<file path="config.mk">
export PLATFORM = sky130hd
export DESIGN_NAME = byte_serial_adder
export DESIGN_NICKNAME = d
export VERILOG_FILES = /design/src/rtl/alu_pkg.sv /design/src/rtl/byte_serial_adder_fa8.sv /design/src/rtl/byte_serial_adder.sv
export SDC_FILE = /design/constraint.sdc
export NUM_CORES = 1
export LEC_CHECK = 0
export BUFFER_PORTS_ARGS = -buffer_cell sky130_fd_sc_hd__buf_2
export CORE_AREA = 2 2 101 103
export DETAILED_ROUTE_END_ITERATION = 16
export DIE_AREA = 0 0 103 105
export PLACE_DENSITY_LB_ADDON = 0.12
export SLEW_MARGIN = 10
export SYNTH_ARGS = -nofsm -noshare
export SYNTH_HDL_FRONTEND = slang
export SYNTH_SLANG_ARGS = --single-unit
</file>
<file path="constraint.sdc">
create_clock -name clk_in -period 13.12 [get_ports clk_in]
set_input_delay 1.312 -clock clk_in [delete_from_list [all_inputs] [get_ports clk_in]]
set_output_delay 1.312 -clock clk_in [all_outputs]
set_load 0.02 [all_outputs]
</file>
<file path="src/rtl/alu_pkg.sv">
// Shared ALU datapath definitions: sequencer state encoding and byte lane width.
package alu_pkg;

    localparam int unsigned BYTE_W = 8;

    typedef enum logic [1:0] {
        ST_IDLE = 2'd0,
        ST_RUN  = 2'd1,
        ST_DONE = 2'd2
    } state_e;

endpackage

</file>
<file path="src/rtl/byte_serial_adder_fa8.sv">
// 8-bit ripple-carry adder used as the single arithmetic element of the byte-serial sequencer.
module FullAdder8b
    import alu_pkg::*;
(
    input  logic [BYTE_W-1:0] a_in,
    input  logic [BYTE_W-1:0] b_in,
    input  logic              carry_in,
    output logic [BYTE_W-1:0] sum_out,
    output logic              carry_out
);

    logic [BYTE_W:0] w_c;

    // Explicit bitwise ripple chain.
    always_comb begin
        w_c     = '0;
        sum_out = '0;
        w_c[0]  = carry_in;
        for (int i = 0; i < int'(BYTE_W); i++) begin
            sum_out[i] = a_in[i] ^ b_in[i] ^ w_c[i];
            w_c[i+1]   = (a_in[i] & b_in[i]) | (w_c[i] & (a_in[i] ^ b_in[i]));
        end
    end

    assign carry_out = w_c[BYTE_W];

endmodule

</file>
<file path="src/rtl/byte_serial_adder.sv">
// Area-optimised add/subtract: streams WIDTH-bit operands one byte per cycle
// through a single FullAdder8b with a registered inter-byte carry.
module byte_serial_adder
    import alu_pkg::*;
#(
    parameter int unsigned WIDTH = 32
) (
    input  logic             clk_in,
    input  logic             reset_in,
    input  logic             start_in,
    input  logic             subtract_in,
    input  logic [WIDTH-1:0] operand1_in,
    input  logic [WIDTH-1:0] operand2_in,
    output logic             busy_out,
    output logic             done_out,
    output logic [WIDTH-1:0] result_out,
    output logic             carry_out,
    output logic             overflow_out,
    output logic             zero_out
);

    localparam int unsigned NBYTES = WIDTH / BYTE_W;
    localparam int unsigned IDX_W  = (NBYTES > 1) ? $clog2(NBYTES) : 1;
    localparam logic [IDX_W-1:0] LAST_IDX = IDX_W'(NBYTES - 1);

    state_e            r_state;
    state_e            w_state_next;
    logic [WIDTH-1:0]  r_op1;
    logic [WIDTH-1:0]  r_op2;
    logic              r_carry;
    logic [IDX_W-1:0]  r_idx;
    logic [WIDTH-1:0]  r_result;
    logic              r_busy;
    logic              r_done;
    logic              r_carry_out;
    logic              r_ovf;
    logic              r_zero;

    logic              w_accept;
    logic              w_last;
    logic [BYTE_W-1:0] w_a;
    logic [BYTE_W-1:0] w_b;
    logic [BYTE_W-1:0] w_sum;
    logic              w_co;
    logic [WIDTH-1:0]  w_res_full;

    assign w_accept = start_in && (r_state != ST_RUN);
    assign w_last   = (r_state == ST_RUN) && (r_idx == LAST_IDX);
    assign w_a      = r_op1[BYTE_W * 32'(r_idx) +: BYTE_W];
    assign w_b      = r_op2[BYTE_W * 32'(r_idx) +: BYTE_W];

    FullAdder8b u_fa8 (
        .a_in      (w_a),
        .b_in      (w_b),
        .carry_in  (r_carry),
        .sum_out   (w_sum),
        .carry_out (w_co)
    );

    // Result with the current byte merged in; on the last byte this is the final value.
    always_comb begin
        w_res_full = r_result;
        w_res_full[BYTE_W * 32'(r_idx) +: BYTE_W] = w_sum;
    end

    always_comb begin
        w_state_next = r_state;
        case (r_state)
            ST_IDLE: if (start_in) w_state_next = ST_RUN;
            ST_RUN:  if (w_last)   w_state_next = ST_DONE;
            ST_DONE: w_state_next = start_in ? ST_RUN : ST_IDLE;
            default: w_state_next = ST_IDLE;
        endcase
    end

    always_ff @(posedge clk_in or posedge reset_in) begin
        if (reset_in) begin
            r_state <= ST_IDLE;
            r_busy  <= 1'b0;
            r_done  <= 1'b0;
        end else begin
            r_state <= w_state_next;
            r_busy  <= (w_state_next == ST_RUN);
            r_done  <= (w_state_next == ST_DONE);
        end
    end

    // Operand latch, byte walk and flag capture on the final byte.
    always_ff @(posedge clk_in or posedge reset_in) begin
        if (reset_in) begin
            r_op1       <= '0;
            r_op2       <= '0;
            r_carry     <= 1'b0;
            r_idx       <= '0;
            r_result    <= '0;
            r_carry_out <= 1'b0;
            r_ovf       <= 1'b0;
            r_zero      <= 1'b0;
        end else if (w_accept) begin
            r_op1   <= operand1_in;
            r_op2   <= operand2_in ^ {WIDTH{subtract_in}};
            r_carry <= subtract_in;
            r_idx   <= '0;
        end else if (r_state == ST_RUN) begin
            r_result <= w_res_full;
            r_carry  <= w_co;
            r_idx    <= r_idx + IDX_W'(1);
            if (w_last) begin
                r_carry_out <= w_co;
                r_ovf       <= (r_op1[WIDTH-1] == r_op2[WIDTH-1]) && (w_sum[BYTE_W-1] != r_op1[WIDTH-1]);
                r_zero      <= (w_res_full == '0);
            end
        end
    end

    assign busy_out     = r_busy;
    assign done_out     = r_done;
    assign result_out   = r_result;
    assign carry_out    = r_carry_out;
    assign overflow_out = r_ovf;
    assign zero_out     = r_zero;

endmodule

</file>
---- After elaboration in Yosys (flattened, before gate mapping) ----
Cells that the tools add are included.
word-level totals
  output and inout bits ................... 37
  flip-flop bits (word level) ............. 106
  input port bits ......................... 68
  logic and storage cells ................. 84
cells by class
  add/sub/neg operators ................... 2
  mux-type cells .......................... 9
  shifts and indexed selects .............. 4
  equal/unequal tests ..................... 8
  bitwise gates (word level) .............. 42
  reduce and logical (&&, ||, !) cells .... 8
operators by type and width
  kind                                                                      number
  32-bit by 6-bit variable part select with 8-bit output                    2
  5-bit negator with 34-bit output                                          1
  8-bit by 34-bit variable shift with 32-bit output (first input constant)  1
  8-bit by 34-bit variable part select with 32-bit output                   1
  32-bit bitwise mux                                                        1
  32-bit logical NOT                                                        1
  32-bit bitwise XOR                                                        1
  1-bit bitwise AND                                                         16
  1-bit bitwise XOR                                                         16
  2-bit two-way mux                                                         4
  1-bit OR                                                                  8
  2-bit == test (second input constant)                                     3
  2-bit one-hot mux with 3 select lines                                     1
  2-bit by 1-bit == test with 1-bit output (second input constant)          2
  1-bit logical AND                                                         3
  1-bit two-way mux                                                         3
  3-bit AND reduction                                                       1
  2-bit by 1-bit adder with 2-bit output (second input constant)            1
  2-bit logical NOT                                                         1
  2-bit by 1-bit != test with 1-bit output (second input constant)          1
  2-bit AND reduction                                                       1
  2-bit nonzero test                                                        1
  1-bit == test                                                             1
  1-bit != test                                                             1
  1-bit inverter                                                            1

---- Longest topological paths before layout ----
  word-level depth ........................ 20
  mapped depth ............................ 18
  gate-level depth less buffers ........... 16

---- Hierarchy ----
From an unflattened synthesis, not the netlist that was laid out.
second synthesis, totals
  cells, all modules ...................... 410
  area, all modules ....................... 5031.1 µm²
by module, submodules not included
  module             instances  cells an instance  area each (µm²)
  byte_serial_adder  1          392                4833.4
  FullAdder8b        1          18                 197.7

---- Worst setup path after synthesis ----
No wires, ideal clock.
  kind .................................... register to register
  start point ............................. reg r_idx[1]
  end point ............................... reg r_zero (netlist: zero_out)
  data arrival time ....................... 4488 ps
  setup slack ............................. 8565 ps
  cell stages (with the launch flop) ...... 19
  buffers on the path ..................... 2
  data required time ...................... 13052 ps
  cells stage by stage .................... dfrtp_1 -> buf_2 -> buf_2 -> mux4_2 -> inv_1 -> fa_1 -> fa_1 -> fa_1 -> fa_1 -> fa_1 -> inv_1 -> fa_1 -> inv_1 -> fa_1 -> inv_1 -> fa_1 -> nand4b_1 -> o22ai_1 -> a32o_1
on the way
  cells in the longest elaborated chain, start to end .. 20
  elaborated cells on any way between the ends .. 47
  classes of those cells .................. add/sub: 1; eq/ne: 1; shift: 4; mux: 1; bitwise: 37; reduce/logical: 3
ends and longest elaborated chain
  element                                                                           RTL line                                                  text
  from (decl)                                                                       byte_serial_adder.sv:31                                   logic [IDX_W-1:0] r_idx;
  from (signal assigned)                                                            byte_serial_adder.sv:107                                  r_idx <= r_idx + IDX_W'(1);
  32-bit by 6-bit variable part select with 8-bit output, on equally long branches  byte_serial_adder.sv:49, byte_serial_adder.sv:50
  1-bit bitwise XOR                                                                 byte_serial_adder_fa8.sv:20, byte_serial_adder_fa8.sv:21
  1-bit bitwise AND                                                                 byte_serial_adder_fa8.sv:21                               w_c[i+1] = (a_in[i] & b_in[i]) | (w_c[i] & (a_in[i] ^ b_in[i]));
  1-bit OR                                                                          byte_serial_adder_fa8.sv:21
  1-bit bitwise AND                                                                 byte_serial_adder_fa8.sv:21
  1-bit OR                                                                          byte_serial_adder_fa8.sv:21
  1-bit bitwise AND                                                                 byte_serial_adder_fa8.sv:21
  1-bit OR                                                                          byte_serial_adder_fa8.sv:21
  (+4 left out)                                                                     n/a
  1-bit bitwise AND                                                                 byte_serial_adder_fa8.sv:21
  1-bit OR                                                                          byte_serial_adder_fa8.sv:21
  1-bit bitwise AND                                                                 byte_serial_adder_fa8.sv:21
  1-bit OR                                                                          byte_serial_adder_fa8.sv:21
  1-bit bitwise XOR                                                                 byte_serial_adder_fa8.sv:20                               sum_out[i] = a_in[i] ^ b_in[i] ^ w_c[i];
  8-bit by 34-bit variable part select with 32-bit output                           byte_serial_adder.sv:63                                   w_res_full[BYTE_W * 32'(r_idx) +: BYTE_W] = w_sum;
  32-bit bitwise mux                                                                byte_serial_adder.sv:63
  32-bit logical NOT                                                                byte_serial_adder.sv:111                                  r_zero <= (w_res_full == '0);
  to (signal assigned)                                                              byte_serial_adder.sv:111
  to (decl)                                                                         byte_serial_adder.sv:37                                   logic r_zero;
Several ways; a longest one is shown, not always the timed one.
A chain may end at the register's enable or synchronous reset.

---- Final worst setup path ----
Same ends and word-level chain as after synthesis.

==> results.txt <==
* Initial antenna violation count: 0
* Portion of the post-synthesis area used by sequential elements: 53.2%
* Leading area contributor after synthesis: dfrtp_1
- Startpoint of the worst register-to-register path: r_idx[1]
- In this run the tool buffered the top-level ports with 104 buffer cells.
* Commonest register cell after synthesis: dfrtp_1
- Maximum capacitance violations: 0
* Worst hold-check slack: 480 ps
- Compound-Gate Fraction of Synth Area: 9.12%
- At the pin with the least slew margin, the transition time is 934 ps.
- Setup violation total in the final timing report: 0
- Die Footprint: 10800 µm²
* Number of instances resized during post-cts repair: 0
- In the global route stage, overall resource usage came out at 20.7%.
- Leakage dissipation: 2.73 nW
* Most instantiated cells after synthesis: 106 x dfrtp_1, 63 x nand2_1, 53 x o21ai_0
* Period minus WS final: 5150 ps
- Pin count of the biggest net entering global routing: 97
* Total Wirelength: 10400 µm
- Detailed Route Iter0 Violations: 122
* Number of library cell types mapped by synthesis: 34
- Detailed placement finished with a half-perimeter wire length of 7590 µm.
* Number of diodes: 0
- In this run the clock root is driven by a clkbuf_8.
* Area of the mapped netlist: 4980 µm²
- Counting tap cells, the placed design contains a total of 634 instances.
- After detailed placement, the total cell area comes to 5590 µm².
* DRC errors left: 0
* Pwr/cell area: 286 nW/µm²
- Buffers inserted by post-CTS timing repair: 0
* Arithmetic-cell share of the synthesized area counting full adders, half adders and majority gates: 4.47%
* Layout Skew: 10.7 ps
* Worst voltage drop across the vdd grid: 0.134 mV
* Post-route total power: 0.00165 W
- RSZ-0062 raised after global routing: no
* Number of clock buffers inserted by TritonCTS: 9
- Setup total negative slack: 0 ps
* Area contributors post-synth: dfrtp_1 53%, mux2_2 7.5%, mux4_2 7.2%, xnor2_1 5.6%, o21ai_0 5.3%
* Mapped Nets: 496
- Number of nets in the finished design: 593
- The signal on the critical path passes through mux4_2, inv_1, fa_1, fa_1, fa_1, fa_1, fa_1, inv_1, fa_1, inv_1, fa_1, inv_1, fa_1, nand4b_1, o22ai_1, a32o_1.
- Timing would allow up to 194 MHz.
- Family with the most delay on the worst path: adder cells
* HP Class: flop to flop
- Number of vias in the routed layout: 3376
- The critical path contains buffers and inverters numbering 4 combined.
* I/O pins: 105
* Max-slew violation count: 0
* Mux contribution to synthesized area: 15.1%
- By area, the combinational part of the netlist is dominated by multiplexers.
- Remaining max-slew budget at the tightest pin: 37.8%
- Among all cell types in the netlist, the one instantiated most often is dfrtp_1.
* Post-Synthesis Cells: 415
- Cells on worst reg2reg path: 16
* Fin. Hold Viols: 0
- Post-Layout Cell Count: 649
- Chip Height: 105 µm
- Starting Density: 51.7%
- The total area inside the core boundary comes to 9640 µm².
- The worst register-to-register path ends at zero_out.
- Placement row count: 36
- The first global-routing pass estimated 17200 µm of wire.
* Status: completed
- The share of synthesized area in the top cell type comes to 53.2%.
- Simple logic cell fraction of the synthesized area: 8.61%
- The synthesized netlist devotes 5.63% of its cell area to XOR and XNOR gates.
* Most used cell, CP: fa_1
- The worst setup path is captured at a flop.
- 1st-pass router iterations: 4
- Hold buffer count at CTS: 0
- CTS HTree Levels: 3
* Data arrival time at the worst-slack endpoint: 5450 ps
- Element type at the critical path start: flop
- CTS Sinks: 106
* Number of global-route vias before repair: 3448
- Routability-driven placement finished with a final weighted congestion of 0.834.
* Non-Filler Cell Area, Final: 5770 µm²
- Vias per cell: 5.20
* Yosys Warn Count: 0
* Timing startpoint of the critical path: r_idx[1]
- TritonCTS built the clock tree.
- Endpoint of the most critical setup path: zero_out
- The worst path uses 39.2% of the clock period.
- Along the worst path, the maximum fanout reaches 19.
* Area growth, synth to finish: 15.9%
- The worst setup path is of the flop to flop kind.
- The detail route stage leaves a number of antenna-violating nets equal to 0.
- Counting along the longest clock path gives a buffer depth of 2.
- Slack of the worst reg-to-reg path: 7970 ps
- Counting buffers and inverters, the worst setup path is 16 cells deep.
* Slowest stage delay, CP: 890 ps
- Number of synthesized flops with an enable pin: 0
- Req. time, crit path: 13420 ps
* Clock-pin slew on the worst setup and hold paths: 100 ps
- Mapped Avg Cell Area: 12.0 µm²
- For this run, asynchronously set or reset flops after synthesis account for 100%.
- In the final layout, the share of cells above drive strength 1 is 34.9%.
* Avg WL per Cell: 16.0 µm
* Grt ovf: 0
- The slowest stage of the critical path is the dfrtp_1 cell.
- The later pin in the worst-skew pair is clocked with a latency of 360 ps.
- Synthesis inferred 106 register bits.
- In this run the horizontal extent of the chip is 103 µm.
worst min-delay path, cell delays in order (launching register included):
cell and delay (ps):
dfrtp_1 350, nand2_1 40, o21ai_0 60
metrics by stage:
stage / worst slack (ps) / util (%)
floorplan: 8560 / -
global placement: 8160 / 58.0
detailed placement: 8020 / 58.0
CTS: 7980 / 59.9
global route: 7700 / 59.9
finish: 7970 / 59.9
routing by layer:
metal	GRT usage (%)	up-vias	part of all wire, %	wire length, µm
li1	-	1626	-	-
met1	27.7	1656	44	4580
met2	34.6	85	51	5300
met3	4.35	9	4.1	429
met4	4.98	0	0.92	96
met5	0	-	0	0
state kept, by name, indices dropped and copies added (netlist names):
signal	count
r_state	2
busy_out	1
r_op1	32
overflow_out	1
zero_out	1
result_out	32
r_carry	1
carry_out	1
r_op2	32
done_out	1
r_idx	2
where the power goes:
group          switching [W]  internal (W)
Combinational       0.000523      0.000362
Clock               0.000108     0.0000878
Sequential          0.000100      0.000473
Total               0.000731      0.000923
cell families after synthesis:
kind of cell | Yosys count
muxes | 51
adders and majority gates | 13
xor gates and xnor gates | 32
buffers and inverters | 43
and+or+nand+nor | 93
DFF | 106
AOI/OAI and AO/OA | 77
worst min-delay path by stage:
| stage | endpoint | cells past startpoint | from |
|---|---|---|---|
| 3_5_place_dp | r_op2[30] | 2 | r_op2[30] |
| 4_1_cts | r_op2[30] | 2 | r_op2[30] |
| 3_3_place_gp | r_op2[3] | 2 | r_op2[3] |
| 5_1_grt | r_op2[28] | 2 | r_op2[28] |
| 6_report | r_op2[30] | 2 | r_op2[30] |
| 2_1_floorplan | r_op2[16] | 2 | r_op2[16] |
layout by cell type, fill, tap and decap left out, types with 2 or more instances in the layout:
cell type,instances
dfrtp_1,106
buf_2,104
nand2_1,62
o21ai_0,53
mux2_2,33
xnor2_1,32
inv_1,22
mux4_2,16
clkbuf_8,9
a22o_1,8
fa_1,8
nor4_1,6
o21ai_2,6
ha_1,5
a21oi_1,4
nor3_1,4
nor2_1,4
o22ai_1,3
nand2b_1,2
nand2_4,2
nor2b_1,2
mux2i_1,2
a32o_1,2
nand4b_1,2
nand3_1,2
or3_4,2
clkinvlp_4,2
clkbuf_1,2
buf_4,2
cell type report:
cell class,count,area (µm²)
fillers,869,3860
flip-flops and latches,106,2650
multi-input cells,266,2150
repair buffers,106,536
well taps,133,166
clock buffers,11,131
inverters,23,88.8
clock inverters,4,53.8
Power figures use the tool's default switching activity.
